$ cat src/rtl/change_dispenser_if.sv
// Handshake and status bundle between the vending controller and the change dispenser.
interface change_dispenser_if;
  logic       start;
  logic [7:0] amount;
  logic       busy;
  logic       coin_25_out;
  logic       coin_10_out;
  logic       coin_5_out;
  logic [3:0] coin_count;
  logic [7:0] remaining;
  logic       remainder_err;
  logic       done;

  modport master (
    output start, amount,
    input  busy, coin_25_out, coin_10_out, coin_5_out,
    input  coin_count, remaining, remainder_err, done
  );

  modport slave (
    input  start, amount,
    output busy, coin_25_out, coin_10_out, coin_5_out,
    output coin_count, remaining, remainder_err, done
  );
endinterface

$ cat src/rtl/change_dispenser.sv
// Pays a latched change amount as greedy 25c/10c/5c ejector pulses separated by fixed gaps.
// All outputs come straight from flops so the ejector lines never glitch.
module change_dispenser #(
  parameter int PULSE_CYCLES = 12_500_000,
  parameter int GAP_CYCLES   = 12_500_000,
  parameter int TMR_W        = 24
) (
  input  logic                clk,
  input  logic                reset,
  change_dispenser_if.slave   bus
);

  typedef enum logic [2:0] {
    ST_IDLE   = 3'd0,
    ST_SELECT = 3'd1,
    ST_PULSE  = 3'd2,
    ST_GAP    = 3'd3,
    ST_DONE   = 3'd4
  } state_t;

  localparam logic [TMR_W-1:0] PULSE_LOAD = TMR_W'(PULSE_CYCLES - 1);
  localparam logic [TMR_W-1:0] GAP_LOAD   = TMR_W'(GAP_CYCLES - 1);

  state_t           state_r, state_nxt_s;
  logic [TMR_W-1:0] timer_r, timer_nxt_s;
  logic [7:0]       remaining_r, remaining_nxt_s;
  logic [3:0]       count_r, count_nxt_s;
  logic             busy_r, busy_nxt_s;
  logic             err_r, err_nxt_s;
  logic             done_r, done_nxt_s;
  logic             c25_r, c25_nxt_s;
  logic             c10_r, c10_nxt_s;
  logic             c5_r, c5_nxt_s;

  // State and registered-output flops; async reset drops coin lines at once.
  always_ff @(posedge clk or posedge reset) begin
    if (reset) begin
      state_r     <= ST_IDLE;
      timer_r     <= {TMR_W{1'b0}};
      remaining_r <= 8'd0;
      count_r     <= 4'd0;
      busy_r      <= 1'b0;
      err_r       <= 1'b0;
      done_r      <= 1'b0;
      c25_r       <= 1'b0;
      c10_r       <= 1'b0;
      c5_r        <= 1'b0;
    end else begin
      state_r     <= state_nxt_s;
      timer_r     <= timer_nxt_s;
      remaining_r <= remaining_nxt_s;
      count_r     <= count_nxt_s;
      busy_r      <= busy_nxt_s;
      err_r       <= err_nxt_s;
      done_r      <= done_nxt_s;
      c25_r       <= c25_nxt_s;
      c10_r       <= c10_nxt_s;
      c5_r        <= c5_nxt_s;
    end
  end

  // Next-state and next-output logic; outputs are computed one cycle ahead.
  always_comb begin
    state_nxt_s     = state_r;
    timer_nxt_s     = timer_r;
    remaining_nxt_s = remaining_r;
    count_nxt_s     = count_r;
    busy_nxt_s      = busy_r;
    err_nxt_s       = err_r;
    done_nxt_s      = 1'b0;
    c25_nxt_s       = c25_r;
    c10_nxt_s       = c10_r;
    c5_nxt_s        = c5_r;

    case (state_r)
      ST_IDLE: begin
        if (bus.start) begin
          remaining_nxt_s = bus.amount;
          count_nxt_s     = 4'd0;
          err_nxt_s       = 1'b0;
          busy_nxt_s      = 1'b1;
          state_nxt_s     = ST_SELECT;
        end else begin
          state_nxt_s     = ST_IDLE;
        end
      end

      ST_SELECT: begin
        if (remaining_r >= 8'd25) begin
          c25_nxt_s       = 1'b1;
          remaining_nxt_s = remaining_r - 8'd25;
          count_nxt_s     = count_r + 4'd1;
          timer_nxt_s     = PULSE_LOAD;
          state_nxt_s     = ST_PULSE;
        end else if (remaining_r >= 8'd10) begin
          c10_nxt_s       = 1'b1;
          remaining_nxt_s = remaining_r - 8'd10;
          count_nxt_s     = count_r + 4'd1;
          timer_nxt_s     = PULSE_LOAD;
          state_nxt_s     = ST_PULSE;
        end else if (remaining_r >= 8'd5) begin
          c5_nxt_s        = 1'b1;
          remaining_nxt_s = remaining_r - 8'd5;
          count_nxt_s     = count_r + 4'd1;
          timer_nxt_s     = PULSE_LOAD;
          state_nxt_s     = ST_PULSE;
        end else begin
          done_nxt_s      = 1'b1;
          state_nxt_s     = ST_DONE;
        end
      end

      ST_PULSE: begin
        if (timer_r == {TMR_W{1'b0}}) begin
          c25_nxt_s   = 1'b0;
          c10_nxt_s   = 1'b0;
          c5_nxt_s    = 1'b0;
          timer_nxt_s = GAP_LOAD;
          state_nxt_s = ST_GAP;
        end else begin
          timer_nxt_s = timer_r - {{(TMR_W-1){1'b0}}, 1'b1};
        end
      end

      ST_GAP: begin
        if (timer_r == {TMR_W{1'b0}}) begin
          state_nxt_s = ST_SELECT;
        end else begin
          timer_nxt_s = timer_r - {{(TMR_W-1){1'b0}}, 1'b1};
        end
      end

      ST_DONE: begin
        err_nxt_s   = (remaining_r != 8'd0);
        busy_nxt_s  = 1'b0;
        state_nxt_s = ST_IDLE;
      end

      default: begin
        state_nxt_s = ST_IDLE;
        busy_nxt_s  = 1'b0;
        c25_nxt_s   = 1'b0;
        c10_nxt_s   = 1'b0;
        c5_nxt_s    = 1'b0;
        timer_nxt_s = {TMR_W{1'b0}};
      end
    endcase
  end

  assign bus.busy          = busy_r;
  assign bus.coin_25_out   = c25_r;
  assign bus.coin_10_out   = c10_r;
  assign bus.coin_5_out    = c5_r;
  assign bus.coin_count    = count_r;
  assign bus.remaining     = remaining_r;
  assign bus.remainder_err = err_r;
  assign bus.done          = done_r;

endmodule

$ cat src/flat_wrapper.sv
// flat-port wrapper written by rule: the top's interface ports become plain ports
module change_dispenser_flat 
#(
  parameter int PULSE_CYCLES = 12_500_000,
  parameter int GAP_CYCLES   = 12_500_000,
  parameter int TMR_W        = 24
)
  (clk, reset, bus_start, bus_amount, bus_busy, bus_coin_25_out, bus_coin_10_out, bus_coin_5_out, bus_coin_count, bus_remaining, bus_remainder_err, bus_done);
  change_dispenser_if bus_i ();
  input  logic clk;
  input  logic reset;
  input wire logic [$bits(bus_i.start)-1:0] bus_start;
  input wire logic [$bits(bus_i.amount)-1:0] bus_amount;
  output wire logic [$bits(bus_i.busy)-1:0] bus_busy;
  output wire logic [$bits(bus_i.coin_25_out)-1:0] bus_coin_25_out;
  output wire logic [$bits(bus_i.coin_10_out)-1:0] bus_coin_10_out;
  output wire logic [$bits(bus_i.coin_5_out)-1:0] bus_coin_5_out;
  output wire logic [$bits(bus_i.coin_count)-1:0] bus_coin_count;
  output wire logic [$bits(bus_i.remaining)-1:0] bus_remaining;
  output wire logic [$bits(bus_i.remainder_err)-1:0] bus_remainder_err;
  output wire logic [$bits(bus_i.done)-1:0] bus_done;
  assign bus_i.start = bus_start;
  assign bus_i.amount = bus_amount;
  assign bus_busy = bus_i.busy;
  assign bus_coin_25_out = bus_i.coin_25_out;
  assign bus_coin_10_out = bus_i.coin_10_out;
  assign bus_coin_5_out = bus_i.coin_5_out;
  assign bus_coin_count = bus_i.coin_count;
  assign bus_remaining = bus_i.remaining;
  assign bus_remainder_err = bus_i.remainder_err;
  assign bus_done = bus_i.done;
  change_dispenser #(.PULSE_CYCLES(PULSE_CYCLES), .GAP_CYCLES(GAP_CYCLES), .TMR_W(TMR_W)) u_core (.clk(clk), .reset(reset), .bus(bus_i));
endmodule
$ cat config.mk
export PLATFORM = sky130hd
export DESIGN_NAME = change_dispenser_flat
export DESIGN_NICKNAME = d
export VERILOG_FILES = /design/src/rtl/change_dispenser_if.sv /design/src/rtl/change_dispenser.sv /design/src/flat_wrapper.sv
export SDC_FILE = /design/constraint.sdc
export NUM_CORES = 1
export LEC_CHECK = 0
export CORE_ASPECT_RATIO = 0.75
export CORE_MARGIN = 5
export CORE_UTILIZATION = 45
export CTS_BUF_LIST = sky130_fd_sc_hd__clkbuf_8
export DETAILED_ROUTE_END_ITERATION = 10
export GPL_ROUTABILITY_DRIVEN = 0
export HOLD_SLACK_MARGIN = 0.05
export PLACE_DENSITY = 0.73
export SYNTH_ARGS = -nofsm -noshare
export SYNTH_HDL_FRONTEND = slang
export SYNTH_SLANG_ARGS = --single-unit
$ cat constraint.sdc
create_clock -name clk -period 2.6 [get_ports clk]
set_input_delay 0.52 -clock clk [delete_from_list [all_inputs] [get_ports clk]]
set_output_delay 0.52 -clock clk [all_outputs]
set_load 0.01 [all_outputs]
==> key figures, run 1 <==
Min path
  – Source of the worst hold timing path: u_core.bus.busy
  – Terminating pin of the worst hold path: u_core.bus.busy
  – Path category of the worst min-delay check: flop to flop
  – Count of cells along the worst hold path: 1

Clock network
  – Root Driver: clkbuf_8
  – CTS tree: done
  – Number of buffers added by the clock tree synthesis step: 5
  – Htree depth: 2
  – Worst-path clk slew: around 0.090 ns
  – TritonCTS Sinks: 45
  – Buffer count from post-CTS setup fixing: 0
  – Maximum buffer depth of the clock tree: 2
  – Clock insertion delay at the later pin of the skew report: 0.31 ns

Floorplanning
  – Vertical die dimension: 82.28 um
  – Floorplan row count: 26
  – Horizontal die dimension: approximately 110 um
  – Count of pins on the block boundary: 29
  – Total core area: around 0.007 sq mm
  – Effective utilization at floorplan: between 40% and 50%
  – Die area: 0.008751 sq mm

Power and ir drop
  – Power Dens Cells: 330.5 mW/mm^2
  – Peak supply drop: 0.0001762 V
  – Combinational cell fraction of total power: 2.7%
  – Fraction of power consumed by the clock network: 40.3%
  – Cell internal pwr: 955.7 uW
  – Net Sw Power: 269.5 uW
  – Share of total power in sequential cells: roughly 57%
  – Standby leakage power: ~0.0014 uW
  – Share of total power consumed by net switching: 22.00%

Run
  – Max-cap violation count: 0

Setup path
  – Series of cell instances along the critical path: or4_4 > a211oi_4 > nor2_1 > a21oi_1 > inv_1 > a32o_1
  – Startpoint-to-endpoint class of the critical path: flop to flop
  – Endpoint required time on the critical path: 2.80 ns
  – Worst reg2reg path depth: 6
  – Highest cell delay on the worst timing path: around 0.6 ns
  – Data arrival time of the critical path: around 2.6 ns
  – Kind of start point of the critical path: flop
  – R2R Path Start: u_core.bus.remaining[7]
  – Worst reg2reg setup slack: between 0.15 and 0.2 ns
  – R2r endpoint: u_core.timer_r[18]
  – Cell with the largest stage delay on the worst path: or4_4
  – CP endpoint kind: flop
  – Largest fanout on the critical path: 7

Detailed routing
  – Via-per-instance ratio: around 6.8
  – Mean routed wirelength per cell: 19.79 um
  – Metal-1 WL: roughly 4400 um
  – Vias post-DR: 3,243
  – Met2 routed wirelength: 3878 um
  – Starting DRT DRC Count: around 310
  – Wire length on met3: 1031 um
  – DRC violations left: 0
  – Drt pass-1 iters: 5
  – Highest signal layer in the routed design: met4
  – Routed wire length: between 9000 and 10,000 um
  – Residual antenna-violating net count after detailed routing: 0

Yosys
  – Cell count after synthesis: about 360
  – Xor and xnor area share after synthesis: 0.8383%
  – Proportion of synthesized flip-flops having asynchronous set or reset: 100.0%
  – Number of enable flip-flop cells after synthesis: 0
  – Fraction of the mapped netlist area in simple logic gates: 26.07%
  – Leading register cell type out of synthesis: dfrtp_1
  – Sequential element share of the synthesized area: between 30 and 40%
  – Area share of fa/ha/maj cells after synthesis: 3.992%
  – Compound-Gate Fraction of Synth Area: a little over a quarter
  – Synthesis-stage register bit count: 45
  – Dominant combinational cell family by area after synthesis: compound AO/OA/AOI/OAI gates
  – Summed instance area of the synthesized netlist: 0.003134 sq mm
  – Net count after synthesis: 379
  – Post-synthesis mux area share: 0.7186%
  – Number of warnings reported in the yosys synthesis log: 0
  – Synth cell types: 65
  – Mean instance size in the synthesized netlist: around 8.8 sq um

GRT
  – Number of antenna violations at the first check in global routing: 0
  – Global-route congestion overflow total: 0
  – Maximum number of pins on one net before global-route repair: 46
  – Vias in the first global route: 2,852
  – Wire length of the first global-routing pass: 15,260 um
  – Global Route Usage Sum: 22.20%

Layout
  – Fin util: ~55%
  – Multi-input logic area: 0.001866 sq mm
  – Count of nets after finishing: 416
  – Sequential Area: 0.001126 sq mm
  – Fraction of final layout cells sized beyond drive strength 1: 13.13%
  – Finished Layout Cells: 480
  – Area grow syn2layout: 18.28%
  – Most common cell after layout, fill and taps aside: dfrtp_1
  – Final-layout fill cell count: slightly above 600
  – Commonest non-fill, non-tap cells in the layout: 45 x dfrtp_1, 30 x nand2_1, 28 x clkdlybuf4s50_1
  – Antenna diode instance count: 0

Timing
  – Final count of pins violating max slew: 0
  – Count of final hold-check violations: 0
  – Time the worst path needs with I/O delays and setup: 2.408 ns
  – Maximum clock frequency: 415.3 MHz
  – Remaining max-slew budget at the tightest pin: 48.09%
  – Setup repair after global routing missed its margin: false
  – Setup-failing EPs final: 0
  – Final setup TNS: 0 ns
  – Transition time at the pin with the least slew margin: 0.7734 ns
  – Final worst path period share: 92.61%
  – Worst-case clock skew: roughly 0.0065 ns

Placed design
  – Instance count after placement with tap cells included: 472
  – Input/output buffers: 28
  – Half-perimeter wire length after detailed placement: about 7000 um

Status
  – Outcome: finished clean
[worst max-delay path, delay by kind of cell (launching register included)]
kind | cells | cell delay, ns
AOI/OAI and AO/OA | 3 | 0.90
buffers and inverters | 1 | 0.20
and+or+nand+nor | 2 | 0.79
DFF | 1 | 0.40
[registers in the layout, indices dropped and copies added (netlist names)]
register and flops:
u_core.bus.done 1, u_core.bus.remaining 8, u_core.bus.remainder_err 1, u_core.bus.coin_10_out 1, u_core.bus.coin_25_out 1, u_core.state_r 3, u_core.bus.busy 1, u_core.bus.coin_5_out 1
u_core.timer_r 24, u_core.bus.coin_count 4
[repair_timing]
action,4_1_cts,5_1_grt
endpoints found under the hold margin,0,0
hold buffers,0,0
setup endpoints to repair,0,1
gates resized for setup,0,1
[metrics by stage]
step                worst slack, ns  area, sq um  hold slack, ns  total power (uW)
floorplan                    0.2520         3134          0.4926             725.7
finish                       0.1921         3707          0.5046              1225
global placement             0.2919         3597          0.4690             747.0
global route                0.04619         3707          0.5147              1258
detailed placement           0.2075         3597          0.4774             746.9
CTS                          0.1800         3699          0.5043              1224
[worst max path at each step]
stage,cells past startpoint,end,from
2_1_floorplan,8,u_core.timer_r[6],u_core.bus.remaining[1]
3_3_place_gp,7,u_core.timer_r[14],u_core.timer_r[0]
3_5_place_dp,7,u_core.timer_r[14],u_core.timer_r[0]
4_1_cts,7,u_core.timer_r[14],u_core.timer_r[0]
5_1_grt,7,u_core.timer_r[16],u_core.timer_r[0]
6_report,6,u_core.timer_r[18],u_core.bus.remaining[7]
[logic make-up after synthesis]
kind of cell	count (synthesis)
AND/OR/NAND/NOR	143
AO/OA/AOI/OAI	120
flip-flops	45
buffers and inverters	35
adder cells (fa/ha/maj)	10
XOR/XNOR	3
multiplexers	2
[layer usage]
layer / GRT usage, % / vias to the layer above
met5: 0 / -
met1: 34.19 / 1543
li1: - / 1477
met4: 6.080 / 0
met2: 30.66 / 206
met3: 5.206 / 17
[Yosys cell counts (3+ instances only)]
master    instances  share of area (%)
or4_4             3                1.1
o22ai_1           7                1.4
nand4_1           8                1.6
nand2b_1          3               0.60
a32o_1            7                2.2
a22o_1            3               0.84
nor2_1           22                2.6
o21a_1            5                1.2
or3_1             8                1.6
o21ai_0          18                2.9
clkbuf_1         14                1.7
buf_2             5               0.80
dfrtp_1          45                 36
a21oi_1          25                4.0
nand3_1          16                2.6
o221ai_1          3               0.84
a31oi_1           4               0.80
ha_1             10                4.0
inv_1            12                1.4
a211oi_1          5                1.2
o31ai_1          10                2.4
nand2_1          30                3.6
or4_1             8                1.9
and4_1            3               0.84
o211ai_1          7                1.7
nor4_1            7                1.4
o41ai_1           5                1.4
nor3_1           17                2.7
nor3b_1           3               0.72
[final cells by class]
| type | instances | share of cell area [%] |
|---|---|---|
| inverters | 13 | 1.316 |
| clock buffers | 7 | 2.599 |
| repair buffers | 52 | 12.42 |
| clock inverters | 1 | 0.1350 |
| flip-flops and latches | 45 | 30.37 |
| well taps | 84 | 2.835 |
| multi-input cells | 278 | 50.32 |
[power groups by stage]
stage | registers [uW] | clock network (uW) | logic (uW)
5_1_grt | 699 | 521 | 37.6
6_report | 699 | 493 | 32.9
3_3_place_gp | 713 | 0 | 33.9
2_1_floorplan | 713 | 0 | 12.6
3_5_place_dp | 713 | 0 | 33.7
4_1_cts | 699 | 491 | 34.1
(Power assumes the default switching activity.)
==> inputs of run 2 (changes only) <==
Settings changed: SLEW_MARGIN set to 20.
Clock period 2.6 ns to 2.9 ns, I/O delays scaled along.
==> key figures, run 2 (same netlist as run 1, synthesis figures left out) <==
GRT
  – Vias in the first global route: 2,826 (was 2,852)
  – Wire length of the first global-routing pass: 14,530 um (was 15,260 um)
  – Global-route congestion overflow total: 0 (unchanged)
  – Maximum number of pins on one net before global-route repair: 46 (unchanged)
  – Number of antenna violations at the first check in global routing: 0 (unchanged)
  – Global Route Usage Sum: 20.72% (was 22.20%)

Placed design
  – Input/output buffers: 28 (unchanged)
  – Half-perimeter wire length after detailed placement: 6591 um (was 6811 um)

Floorplanning
  – Count of pins on the block boundary: 29 (unchanged)
  – Total core area: 0.006799 sq mm (unchanged)
  – Effective utilization at floorplan: 46.10% (unchanged)
  – Vertical die dimension: 82.28 um (unchanged)
  – Die area: 0.008751 sq mm (unchanged)
  – Floorplan row count: 26 (unchanged)
  – Horizontal die dimension: 106.4 um (unchanged)

Layout
  – Top reg by flops: u_core.timer_r (unchanged)
  – Count of nets after finishing: 408 (was 416)
  – Multi-input logic area: 0.001857 sq mm (was 0.001866 sq mm)
  – Sequential Area: 0.001126 sq mm (unchanged)
  – Fraction of final layout cells sized beyond drive strength 1: 11.34% (was 13.13%)
  – Flip-flop count of the largest register, all copies and words added: 24 (unchanged)
  – Commonest non-fill, non-tap cells in the layout: 45 x dfrtp_1, 30 x nand2_1, 28 x clkdlybuf4s50_1 (unchanged)
  – Most common cell after layout, fill and taps aside: dfrtp_1 (unchanged)
  – Antenna diode instance count: 0 (unchanged)
  – Final-layout fill cell count: 594 (was 620)
  – Area grow syn2layout: 16.53% (was 18.28%)

Setup path
  – Kind of start point of the critical path: flop (unchanged)
  – R2R Path Start: u_core.bus.remaining[1] (was u_core.bus.remaining[7])
  – Startpoint-to-endpoint class of the critical path: flop to flop (unchanged)
  – Cell with the largest stage delay on the worst path: dfrtp_1 (was or4_4)
  – Series of cell instances along the critical path: inv_1 > ha_1 > nand2b_1 > a211o_4 > o22ai_2 > buf_4 > o31ai_1 > o21ai_0 (was or4_4 > a211oi_4 > nor2_1 > a21oi_1 > inv_1 > a32o_1)
  – Highest cell delay on the worst timing path: 0.52 ns (was 0.60 ns)
  – CP endpoint kind: flop (unchanged)
  – Timing startpoint of the critical path: u_core.bus.remaining[1] (was u_core.bus.remaining[7])
  – Endpoint required time on the critical path: 3.11 ns (was 2.80 ns)
  – Data arrival time of the critical path: 2.79 ns (was 2.61 ns)
  – Largest fanout on the critical path: 12 (was 7)

Timing
  – Setup-failing EPs final: 0 (unchanged)
  – Time the worst path needs with I/O delays and setup: 2.580 ns (was 2.408 ns)
  – Maximum clock frequency: 387.5 MHz (was 415.3 MHz)
  – Setup repair after global routing missed its margin: false (unchanged)
  – Hold_ws: 0.4869 ns (was 0.5046 ns)
  – Worst-case clock skew: 0.01040 ns (was 0.006484 ns)
  – Final worst path period share: 88.98% (was 92.61%)
  – Remaining max-slew budget at the tightest pin: 42.62% (was 48.09%)
  – Final count of pins violating max slew: 0 (unchanged)
  – Final setup TNS: 0 ns (unchanged)
  – Transition time at the pin with the least slew margin: 0.8590 ns (was 0.7734 ns)
  – Count of final hold-check violations: 0 (unchanged)

Detailed routing
  – DRC violations left: 0 (unchanged)
  – Starting DRT DRC Count: 512 (was 313)
  – Routed wire length: 8920 um (was 9497 um)
  – Vias post-DR: 3,130 (was 3,243)
  – Drt pass-1 iters: 7 (was 5)
  – Residual antenna-violating net count after detailed routing: 0 (unchanged)
  – Via-per-instance ratio: 6.631 (was 6.756)
  – Mean routed wirelength per cell: 18.90 um (was 19.79 um)

Clock network
  – TritonCTS Sinks: 45 (unchanged)
  – Htree depth: 2 (unchanged)
  – Clock insertion delay at the later pin of the skew report: 0.30 ns (was 0.31 ns)
  – Number of buffers added by the clock tree synthesis step: 5 (unchanged)
  – Root Driver: clkbuf_8 (unchanged)
  – Buffer count from post-CTS setup fixing: 0 (unchanged)
  – Number of cells upsized or downsized after cts: 0 (unchanged)
  – CTS tree: done (unchanged)
  – Maximum buffer depth of the clock tree: 2 (unchanged)
  – Worst-path clk slew: 0.09 ns (about the same)
  – Hold-fix buffers, CTS: 0 (unchanged)

Status
  – Outcome: finished clean (unchanged)

Run
  – Max-cap violation count: 0 (unchanged)

Min path
  – Source of the worst hold timing path: u_core.bus.remainder_err (was u_core.bus.busy)
  – Path category of the worst min-delay check: flop to flop (unchanged)

Power and ir drop
  – Peak supply drop: 0.0002595 V (was 0.0001762 V)
  – Power Dens Cells: 312.3 mW/mm^2 (was 330.5 mW/mm^2)
  – Standby leakage power: 0.001370 uW (was 0.001408 uW)
## run 2: layout make-up
| class | instances | share of cell area [%] |
|---|---|---|
| Clock buffer | 5 | 1.884 |
| Multi-Input combinational cell | 278 | 50.84 |
| Inverter | 13 | 1.336 |
| Timing Repair Buffer | 44 | 10.96 |
| Tap cell | 84 | 2.878 |
| Clock inverter | 3 | 1.268 |
| Sequential cell | 45 | 30.83 |
## run 2: where the power goes
part	total (uW)	internal [uW]	leakage, uW	switching, uW
Sequential	627	627	0.000514	0
Combinational	29.4	14.2	0.000801	15.2
Clock	485	258	0.0000543	227
## run 2: per-layer routing
| metal | up-vias | track usage (%) | wire length (um) |
|---|---|---|---|
| li1 | 1452 | - | - |
| met1 | 1466 | 32.36 | 4309 |
| met2 | 198 | 29.65 | 3591 |
| met3 | 14 | 3.730 | 918 |
| met4 | 0 | 4.269 | 101 |
| met5 | - | 0 | 0 |
## run 2: final timing paths
| check | to | slack [ns] | depth (start not counted) |
|---|---|---|---|
| setup / recovery | u_core.timer_r[12] | 0.32 | 8 |
| hold / removal | u_core.bus.remainder_err | 0.49 | 2 |
| setup reg to reg | u_core.timer_r[12] | 0.32 | 8 |
| hold reg to reg | u_core.bus.remainder_err | 0.49 | 2 |
| max in group asynchronous | u_core.timer_r[18] | 1.79 | 3 |
| min in group asynchronous | u_core.timer_r[9] | 0.73 | 3 |
## run 2: through the flow
| step | util (%) | std cells | power, uW | setup WS [ns] | area [sq um] |
|---|---|---|---|---|---|
| detailed placement | 52.02 | 464 | 669.8 | 0.3780 | 3537 |
| floorplan | - | 358 | 650.7 | 0.5520 | 3134 |
| global route | 53.72 | 472 | 1185 | 0.1332 | 3652 |
| finish | 53.72 | 472 | 1141 | 0.3197 | 3652 |
| CTS | 53.72 | 472 | 1150 | 0.3582 | 3652 |
| global placement | 52.02 | 464 | 669.4 | 0.4368 | 3537 |
## run 2: critical path: cells and delay by family (launching register included)
kind / cells / cell delay, ns
compound gates: 4 / 1.05
simple gates: 1 / 0.22
buf+inv: 2 / 0.42
flops: 1 / 0.52
fa+ha+maj: 1 / 0.26
